<file path="src/rtl/mul_booth_param.sv">
`timescale 1ns / 1ps
// -----------------------------------------------------------------------------
// mul_booth_param
//
// Sequential radix-4 Booth multiplier. The operands are captured as the block
// leaves LOAD. Each EXEC cycle then retires one Booth digit, so a product takes
// N = WIDTH/2 + 1 EXEC cycles. The product stays in `result` while the block
// sits in DONE, and op_clear returns it to IDLE.
//
// Optional feature (macro MUL_BOOTH_EARLY_TERM_EN):
//   When the macro is defined, EXEC ends as soon as every remaining Booth digit
//   would decode to zero.
//
// Parameters:
//   WIDTH        operand width in bits (even, >= 4)
//
// Ports:
//   clk          clock, rising-edge active
//   reset_n      synchronous active-low reset
//   op_start     start request (accepted in IDLE only)
//   op_clear     abort / clear request (accepted in every state)
//   op_signed    1 = two's-complement operands, 0 = unsigned
//   multiplicand operand A
//   multiplier   operand B
//   result       2*WIDTH-bit product register (valid while done = 1)
//   state        current state: IDLE=00, DONE=01, LOAD=10, EXEC=11
//   done         high in DONE
//   busy         high in LOAD or EXEC
// -----------------------------------------------------------------------------
module mul_booth_param #(
    parameter int WIDTH = 64
) (
    input  logic                 clk,
    input  logic                 reset_n,
    input  logic                 op_start,
    input  logic                 op_clear,
    input  logic                 op_signed,
    input  logic [WIDTH-1:0]     multiplicand,
    input  logic [WIDTH-1:0]     multiplier,
    output logic [2*WIDTH-1:0]   result,
    output logic [1:0]           state,
    output logic                 done,
    output logic                 busy
);

    localparam int N     = WIDTH / 2 + 1;
    localparam int CNT_W = $clog2(N);
    localparam logic [CNT_W-1:0] LAST_ITER = CNT_W'(N - 1);

    localparam logic [1:0] IDLE = 2'b00;
    localparam logic [1:0] DONE = 2'b01;
    localparam logic [1:0] LOAD = 2'b10;
    localparam logic [1:0] EXEC = 2'b11;

    logic [CNT_W-1:0]   cnt;
    // Multiplicand, already extended to the accumulator width. It is shifted
    // left by two bits every iteration, which supplies the 4^i weight.
    logic [2*WIDTH-1:0] mcand;
    // Extended multiplier with a 0 appended below bit 0. It is shifted right
    // arithmetically by two bits every iteration, so the current triple is
    // always bits [2:0].
    logic [WIDTH+2:0]   mplier;

    logic               term_sel;
    logic               term_dbl;
    logic               term_neg;
    logic [2*WIDTH-1:0] magnitude;
    logic [2*WIDTH-1:0] addend;
    logic [2*WIDTH-1:0] sum;
    logic               last_iter;

    // Booth digit decode of {b[2i+1], b[2i], b[2i-1]}.
    // NOTE: every signal an always_comb block writes gets a default first, so
    // that no path through the case can leave a latch behind.
    always_comb begin
        term_sel = 1'b0;
        term_dbl = 1'b0;
        term_neg = 1'b0;
        case (mplier[2:0])
            3'b001, 3'b010: term_sel = 1'b1;
            3'b011:         begin term_sel = 1'b1; term_dbl = 1'b1; end
            3'b100:         begin term_sel = 1'b1; term_dbl = 1'b1; term_neg = 1'b1; end
            3'b101, 3'b110: begin term_sel = 1'b1; term_neg = 1'b1; end
            default:        ;
        endcase
    end

    // A negative digit becomes the one's complement of the term plus a carry-in
    // of 1 on the same adder. Carries out of bit 2*WIDTH-1 are dropped.
    always_comb begin
        magnitude = '0;
        if (term_sel) begin
            magnitude = term_dbl ? (mcand << 1) : mcand;
        end
        addend = term_neg ? ~magnitude : magnitude;
        sum    = result + addend + {{(2*WIDTH-1){1'b0}}, term_neg};
    end

`ifdef MUL_BOOTH_EARLY_TERM_EN
    // The remaining digits are all zero once the bits from the current top of
    // the triple upward are uniform (all 0s or all 1s).
    always_comb begin
        last_iter = (cnt == LAST_ITER) || (&mplier[WIDTH+2:2]) || ~(|mplier[WIDTH+2:2]);
    end
`else
    always_comb begin
        last_iter = (cnt == LAST_ITER);
    end
`endif

    // NOTE: all state uses non-blocking assignments, so each register reads the
    // values from before the edge, whatever order the statements are in.
    always_ff @(posedge clk) begin
        if (!reset_n) begin
            state  <= IDLE;
            result <= '0;
            cnt    <= '0;
            mcand  <= '0;
            mplier <= '0;
        end else if (op_clear) begin
            state  <= IDLE;
            result <= '0;
            cnt    <= '0;
        end else begin
            case (state)
                IDLE: begin
                    result <= '0;
                    if (op_start) begin
                        state <= LOAD;
                    end
                end
                LOAD: begin
                    mcand  <= {{WIDTH{op_signed & multiplicand[WIDTH-1]}}, multiplicand};
                    mplier <= {{2{op_signed & multiplier[WIDTH-1]}}, multiplier, 1'b0};
                    result <= '0;
                    cnt    <= '0;
                    state  <= EXEC;
                end
                EXEC: begin
                    result <= sum;
                    mcand  <= mcand << 2;
                    mplier <= {{2{mplier[WIDTH+2]}}, mplier[WIDTH+2:2]};
                    cnt    <= cnt + 1'b1;
                    if (last_iter) begin
                        state <= DONE;
                    end
                end
                default: ; // DONE: hold result until op_clear
            endcase
        end
    end

    always_comb begin
        done = (state == DONE);
        busy = state[1];
    end

endmodule

</file>
<file path="config.mk">
export PLATFORM = sky130hd
export DESIGN_NAME = mul_booth_param
export DESIGN_NICKNAME = d
export VERILOG_FILES = /design/src/rtl/mul_booth_param.sv
export SDC_FILE = /design/constraint.sdc
export NUM_CORES = 1
export LEC_CHECK = 0
export CAP_MARGIN = 10
export CELL_PAD_IN_SITES_DETAIL_PLACEMENT = 0
export CELL_PAD_IN_SITES_GLOBAL_PLACEMENT = 1
export CORE_MARGIN = 2
export CORE_UTILIZATION = 43
export CTS_CLUSTER_DIAMETER = 40
export DETAILED_ROUTE_END_ITERATION = 10
export PLACE_DENSITY = 0.83
export SYNTH_ARGS = -nofsm -noshare
export SYNTH_HDL_FRONTEND = slang
export SYNTH_SLANG_ARGS = --single-unit
</file>
<file path="constraint.sdc">
create_clock -name clk -period 6.45 [get_ports clk]
set_clock_uncertainty 0.15 [all_clocks]
set_input_delay 1.935 -clock clk [delete_from_list [all_inputs] [get_ports clk]]
set_output_delay 1.935 -clock clk [all_outputs]
set_load 0.01 [all_outputs]
</file>
==> reports/results.ini, run 1 <==
[cts]
numCtsBuffers = 69
hold_buffers = 0
cts_buffer_depth = 3
post_cts.repair.setup_buffers = 0
clk_pin_slew_ps = 50
post_cts_resized = 0
insertion_delay_ps = 610
cts_tree = done
cts_sinks = 331
htree_levels = 3
root_buffer = clkbuf_16

[min_path]
hold_start = result[104]
min_path_type = reg2reg
hold-path-cell-count = 2

[global_routing]
grt.overflow.total = 0
grt_max_degree = 150
antenna_found_initial = 2
grt_pass1_wl_um = 141300
grt_usage_pct = 29.82
grt_pass1_vias = 24020

[timing]
rsz0062_at_grt = no
maxSlewHeadroom_pct = 25.24
period_needed_ps = 5491
slew_violations = 0
finalHoldViolations = 0
fmax_ghz = 0.1821
fin_crit_sh_pct = 85.13
tightest_slew_ps = 1119
setup_violations = 0
setup_slack_ps = 959.0
fin_hold_ws_ps = 334.1
fin_tns_setup_ps = 0

[drt]
dr.pass1.iters = 8
wire_per_inst_um = 22.14
vias_per_cell = 5.975
vias = 24750
drt-total-wl_um = 91710
drcViolationCount = 0
ant_nets = 0
drt_iter0_drc = 1944

[yosys]
ys_seq_area_share_pct = 26.60
synth_top_flop_cell = dfxtp_1
synth-async-reset-ratio_pct = 0
synthCells = 3195
synth_edf_count = 0
yosys-top-cells-count = 406 x nand2_1, 344 x a21oi_1, 331 x dfxtp_1
synth_area_um2 = 24910
yosysTopAreaCell = dfxtp_1
syn_nets = 3482
yosysWarnings = 0
synth_top_area_share_pct = 26.60
syn_area_per_cell_um2 = 7.797
synth_area_leaders = dfxtp_1 27%, ha_1 7.7%, mux2i_1 7.0%
yosysUniqueCellTypes = 85
synth_seq_cells = 331
synth_most_common_cell = nand2_1

[final_layout]
diodes = 0
fill_cells = 5515
stdcell_count = 4142
nNetsFinal = 3611
synthToLayoutAreaGrowth_pct = 22.01
drive_above_1_share_pct = 6.219
multiInputGateArea_um2 = 17220
register_area_um2 = 6638

[run_status]
status = completed

[floorplan]
core_um2 = 57480
die_w_um = 244.7
fp.dieH_um = 244.7
dieArea_um2 = 59880
initial_core_util_pct = 43.34
fp-row-count = 88
ios = 265

[power]
netSwitchingFraction_pct = 25.95
leakagePower_nw = 13.14
power_switching_mw = 1.670
pwr-share-seq_pct = 33.7
pwr-share-comb_pct = 8.5
power_density_nw_per_um2 = 211.7
clkPwrFrac_pct = 57.8
vdd_ir_drop_max_mv = 0.2156
p_int_mw = 4.766

[setup_path]
critical_path_arrival_ps = 5840
criticalPathCategory = reg2reg
start_kind = flop
rr_worst_depth = 16
r2r_slack_ps = 960
crit_start = mplier[0]
cp_max_fo = 59
crit_path_end_kind = flop
required_ps = 6800
rr_startpoint = mplier[0]

[flow_run]
drv_cap = 0

[place]
place_ws_ps = 1144
port-buffer-count = 264
dpl.cell_count = 4018
gp_congestion = 1.020
place.detailed.hpwl_um = 68550

power groups by stage:
stage / clock (mW) / combinational [mW] / sequential [mW]
2_1_floorplan: 0 / 0.358 / 2.18
3_3_place_gp: 0 / 0.532 / 2.20
3_5_place_dp: 0 / 0.542 / 2.20
4_1_cts: 3.78 / 0.545 / 2.16
5_1_grt: 3.89 / 0.597 / 2.17
6_report: 3.72 / 0.549 / 2.17
critical path, cell delays in order (launching register included):
cell,delay (ps)
dfxtp_1,530
and3_4,560
buf_12,320
a22oi_1,130
o21ai_0,100
ha_1,310
nand2_1,180
nor3_1,580
nand3_1,250
nor2_1,250
inv_1,90
a2111oi_2,630
o211ai_2,270
a21boi_1,250
o2111ai_1,240
a21o_1,250
a31o_1,200
metrics by stage:
step                cell area, um^2  power (mW)  utilization, %
floorplan                     24910       2.539               -
global placement              27970       2.735           48.67
detailed placement            27970       2.746           48.67
CTS                           30400       6.490           52.88
global route                  30400       6.655           52.88
finish                        30400       6.436           52.88
metal layers:
metal	global-route usage (%)	routed length [um]	vias up
met4	12.12	3442	2
met3	4.319	5039	167
met1	39.04	40480	11880
met5	0	13	-
li1	-	-	11920
met2	49.16	42740	785
area by class of cell:
type | count | area share (%)
clock inverter | 41 | 1.782
clock buffer | 83 | 6.187
inverter | 54 | 0.6669
timing repair buffer | 294 | 9.727
sequential | 331 | 21.84
tap | 765 | 3.149
multi-input combinational | 2574 | 56.65
kinds of logic (layout without fill, tap and decap cells):
family | count (synthesis) | in the layout | share of synthesized area (%)
AO/OA/AOI/OAI | 1158 | 1158 | 30.43
XOR/XNOR | 245 | 245 | 8.614
adder cells (fa/ha/maj) | 154 | 154 | 7.765
buffers and inverters | 290 | 472 | 4.545
flip-flops | 331 | 331 | 26.60
multiplexers | 175 | 175 | 7.032
AND/OR/NAND/NOR | 842 | 842 | 15.01
sequential cells by signal, summed over array words and instances (netlist names):
| signal | cells |
|---|---|
| cnt | 6 |
| state | 2 |
| mplier | 67 |
| mcand | 128 |
| result | 128 |
placed cells by master (no fill, tap or decap), types with 9 or more instances in the layout:
master / instances
nand2_1: 405
a21oi_1: 344
dfxtp_1: 328
o21ai_0: 277
clkdlybuf4s50_1: 263
nor2_1: 196
mux2i_1: 175
xor2_1: 168
ha_1: 153
a22oi_1: 143
o211a_1: 129
xnor2_1: 76
nand4_1: 75
clkbuf_16: 70
a21o_1: 58
inv_1: 53
nor3_1: 40
o21bai_1: 40
nand3_1: 31
o21a_1: 24
buf_4: 23
a21boi_0: 19
a211oi_1: 14
o31ai_1: 14
or3_1: 13
and3_1: 13
o211ai_1: 12
or2_2: 11
nand2b_1: 9
a31oi_1: 9
clkinv_2: 9
final timing paths:
| kind | to |
|---|---|
| worst max-delay path | result[121] |
| worst min-delay path | result[104] |
| worst max register to register | result[121] |
| worst min register to register | result[104] |
Power figures use the tool's default switching activity.
==> run 2, diff against run 1 <==
--- a/config.mk
+++ b/config.mk
@@ -8,7 +8,6 @@
 export CAP_MARGIN = 10
 export CELL_PAD_IN_SITES_DETAIL_PLACEMENT = 0
 export CELL_PAD_IN_SITES_GLOBAL_PLACEMENT = 1
-export CORE_MARGIN = 2
 export CORE_UTILIZATION = 43
 export CTS_CLUSTER_DIAMETER = 40
 export DETAILED_ROUTE_END_ITERATION = 10
==> reports/results.ini, run 2 (synthesis gave the netlist of run 1 again) <==
[power]
leakagePower_nw = 13.17
pwr-share-seq_pct = 33.5
clkPwrFrac_pct = 58.0
power_density_nw_per_um2 = 213.1
netSwitchingFraction_pct = 25.48
p_int_mw = 4.830
vdd_ir_drop_max_mv = 0.2426
pwr-share-comb_pct = 8.5
power_switching_mw = 1.651
power.total_mw = 6.481

[timing]
slew_violations = 0
fmax_ghz = 0.1744
fin_tns_setup_ps = 0
setup_violations = 0
finalHoldViolations = 0
fin_crit_sh_pct = 88.90
tightest_slew_ps = 1104
rsz0062_at_grt = no
maxSlewHeadroom_pct = 26.20
period_needed_ps = 5734

[global_routing]
grt.overflow.total = 0
grt_max_degree = 157
grt_pass1_wl_um = 139200
grt_usage_pct = 29.79
antenna_found_initial = 2
grt_pass1_vias = 23850

[setup_path]
critical_path_arrival_ps = 6080
start_kind = flop
crit_path_end_kind = flop
required_ps = 6800
cp_max_fo = 64
criticalPathCategory = reg2reg

[drt]
dr.pass1.iters = 5
ant_nets = 0
drt-total-wl_um = 91110
drcViolationCount = 0
drt_iter0_drc = 1836
vias = 24860
vias_per_cell = 6.010
wire_per_inst_um = 22.03

[place]
place.detailed.hpwl_um = 68530
port-buffer-count = 264
gp_congestion = 0.9947
place_area_um2 = 27940
dpl.cell_count = 4009

[cts]
cts_sinks = 331
numCtsBuffers = 70
insertion_delay_ps = 600
hold_buffers = 0
post_cts.repair.setup_buffers = 0
htree_levels = 3
clk_pin_slew_ps = 50
cts_buffer_depth = 3
cts_tree = done
post_cts_resized = 0
root_buffer = clkbuf_16

[final_layout]
final_common_cell = nand2_1
diodes = 0
stdcell_count = 4136
nNetsFinal = 3612
drive_above_1_share_pct = 6.183
final_cell_mix = 405 x nand2_1, 344 x a21oi_1, 328 x dfxtp_1, 277 x o21ai_0, 263 x clkdlybuf4s50_1
synthToLayoutAreaGrowth_pct = 22.05
fill_cells = 5448
reg_top3 = mcand x128, result x128, mplier x67
stdcell_area_um2 = 30410
fin_util_pct = 53.51

[floorplan]
ios = 265
fp-row-count = 87
initial_core_util_pct = 43.84
fp.dieH_um = 242.7
core_um2 = 56820
dieArea_um2 = 58900
die_w_um = 242.7

[min_path]
min_path_type = reg2reg

[flow_run]
drv_cap = 0

[run_status]
status = completed

run 2: power groups by stage:
stage	combinational, mW	sequential, mW	clock [mW]
after floorplan	0.358	2.18	0
after global placement	0.532	2.21	0
after detailed placement	0.540	2.21	0
after CTS	0.543	2.17	3.82
after global routing	0.595	2.18	3.92
final	0.549	2.17	3.76
run 2: area by class of cell:
type                            count  area, um^2  area share (%)
Sequential cell                   331        6638           21.83
Multi-Input combinational cell   2574       17220           56.63
Timing Repair Buffer              294        2932           9.642
Clock inverter                     33       454.2           1.494
Inverter                           54       202.7          0.6666
Clock buffer                       94        2014           6.625
Tap cell                          756       945.9           3.111
run 2: path summary, 6_finish.rpt:
kind / start / endpoint / slack [ps] / depth (start not counted)
max: mplier[1] / result[121] / 720 / 16
min: result[107] / result[107] / 330 / 2
min reg2reg: result[107] / result[107] / 330 / 2
max reg2reg: mplier[1] / result[121] / 720 / 16
run 2: layer usage:
metal / routed length, um / track usage [%] / vias to the layer above
li1: - / - / 11920
met1: 40670 / 39.67 / 11970
met2: 42620 / 49.17 / 839
met3: 5696 / 4.799 / 126
met4: 2091 / 9.027 / 4
met5: 26 / 0 / -
run 2: per-stage QoR:
step,hold WS [ps],setup slack (ps)
after floorplan,305.8,1995
after global placement,308.6,819.6
after detailed placement,323.9,774.4
after CTS,329.3,811.9
after global routing,348.5,388.7
final,328.4,716.2
run 2: worst max-delay path: stages, from the launching register on:
cell       delay [ps]
dfxtp_1           510
and3_4            760
buf_4             420
a22oi_1           130
o21ai_0           190
ha_1              340
nand2_1           160
nor3_1            760
nand3_1           220
a31oi_1           390
a211oi_1          120
o221ai_1          360
o211ai_2          200
a21boi_1          230
o2111ai_1         200
a21o_1            240
a31o_1            200
==> run 3, diff against run 2 <==
--- a/config.mk
+++ b/config.mk
@@ -12,6 +12,7 @@
 export CTS_CLUSTER_DIAMETER = 40
 export DETAILED_ROUTE_END_ITERATION = 10
 export PLACE_DENSITY = 0.83
+export SETUP_SLACK_MARGIN = 0.3
 export SYNTH_ARGS = -nofsm -noshare
 export SYNTH_HDL_FRONTEND = slang
 export SYNTH_SLANG_ARGS = --single-unit
==> results of run 3 <==
Same layout as run 2: the final DEF is identical, and so are final timing and power.
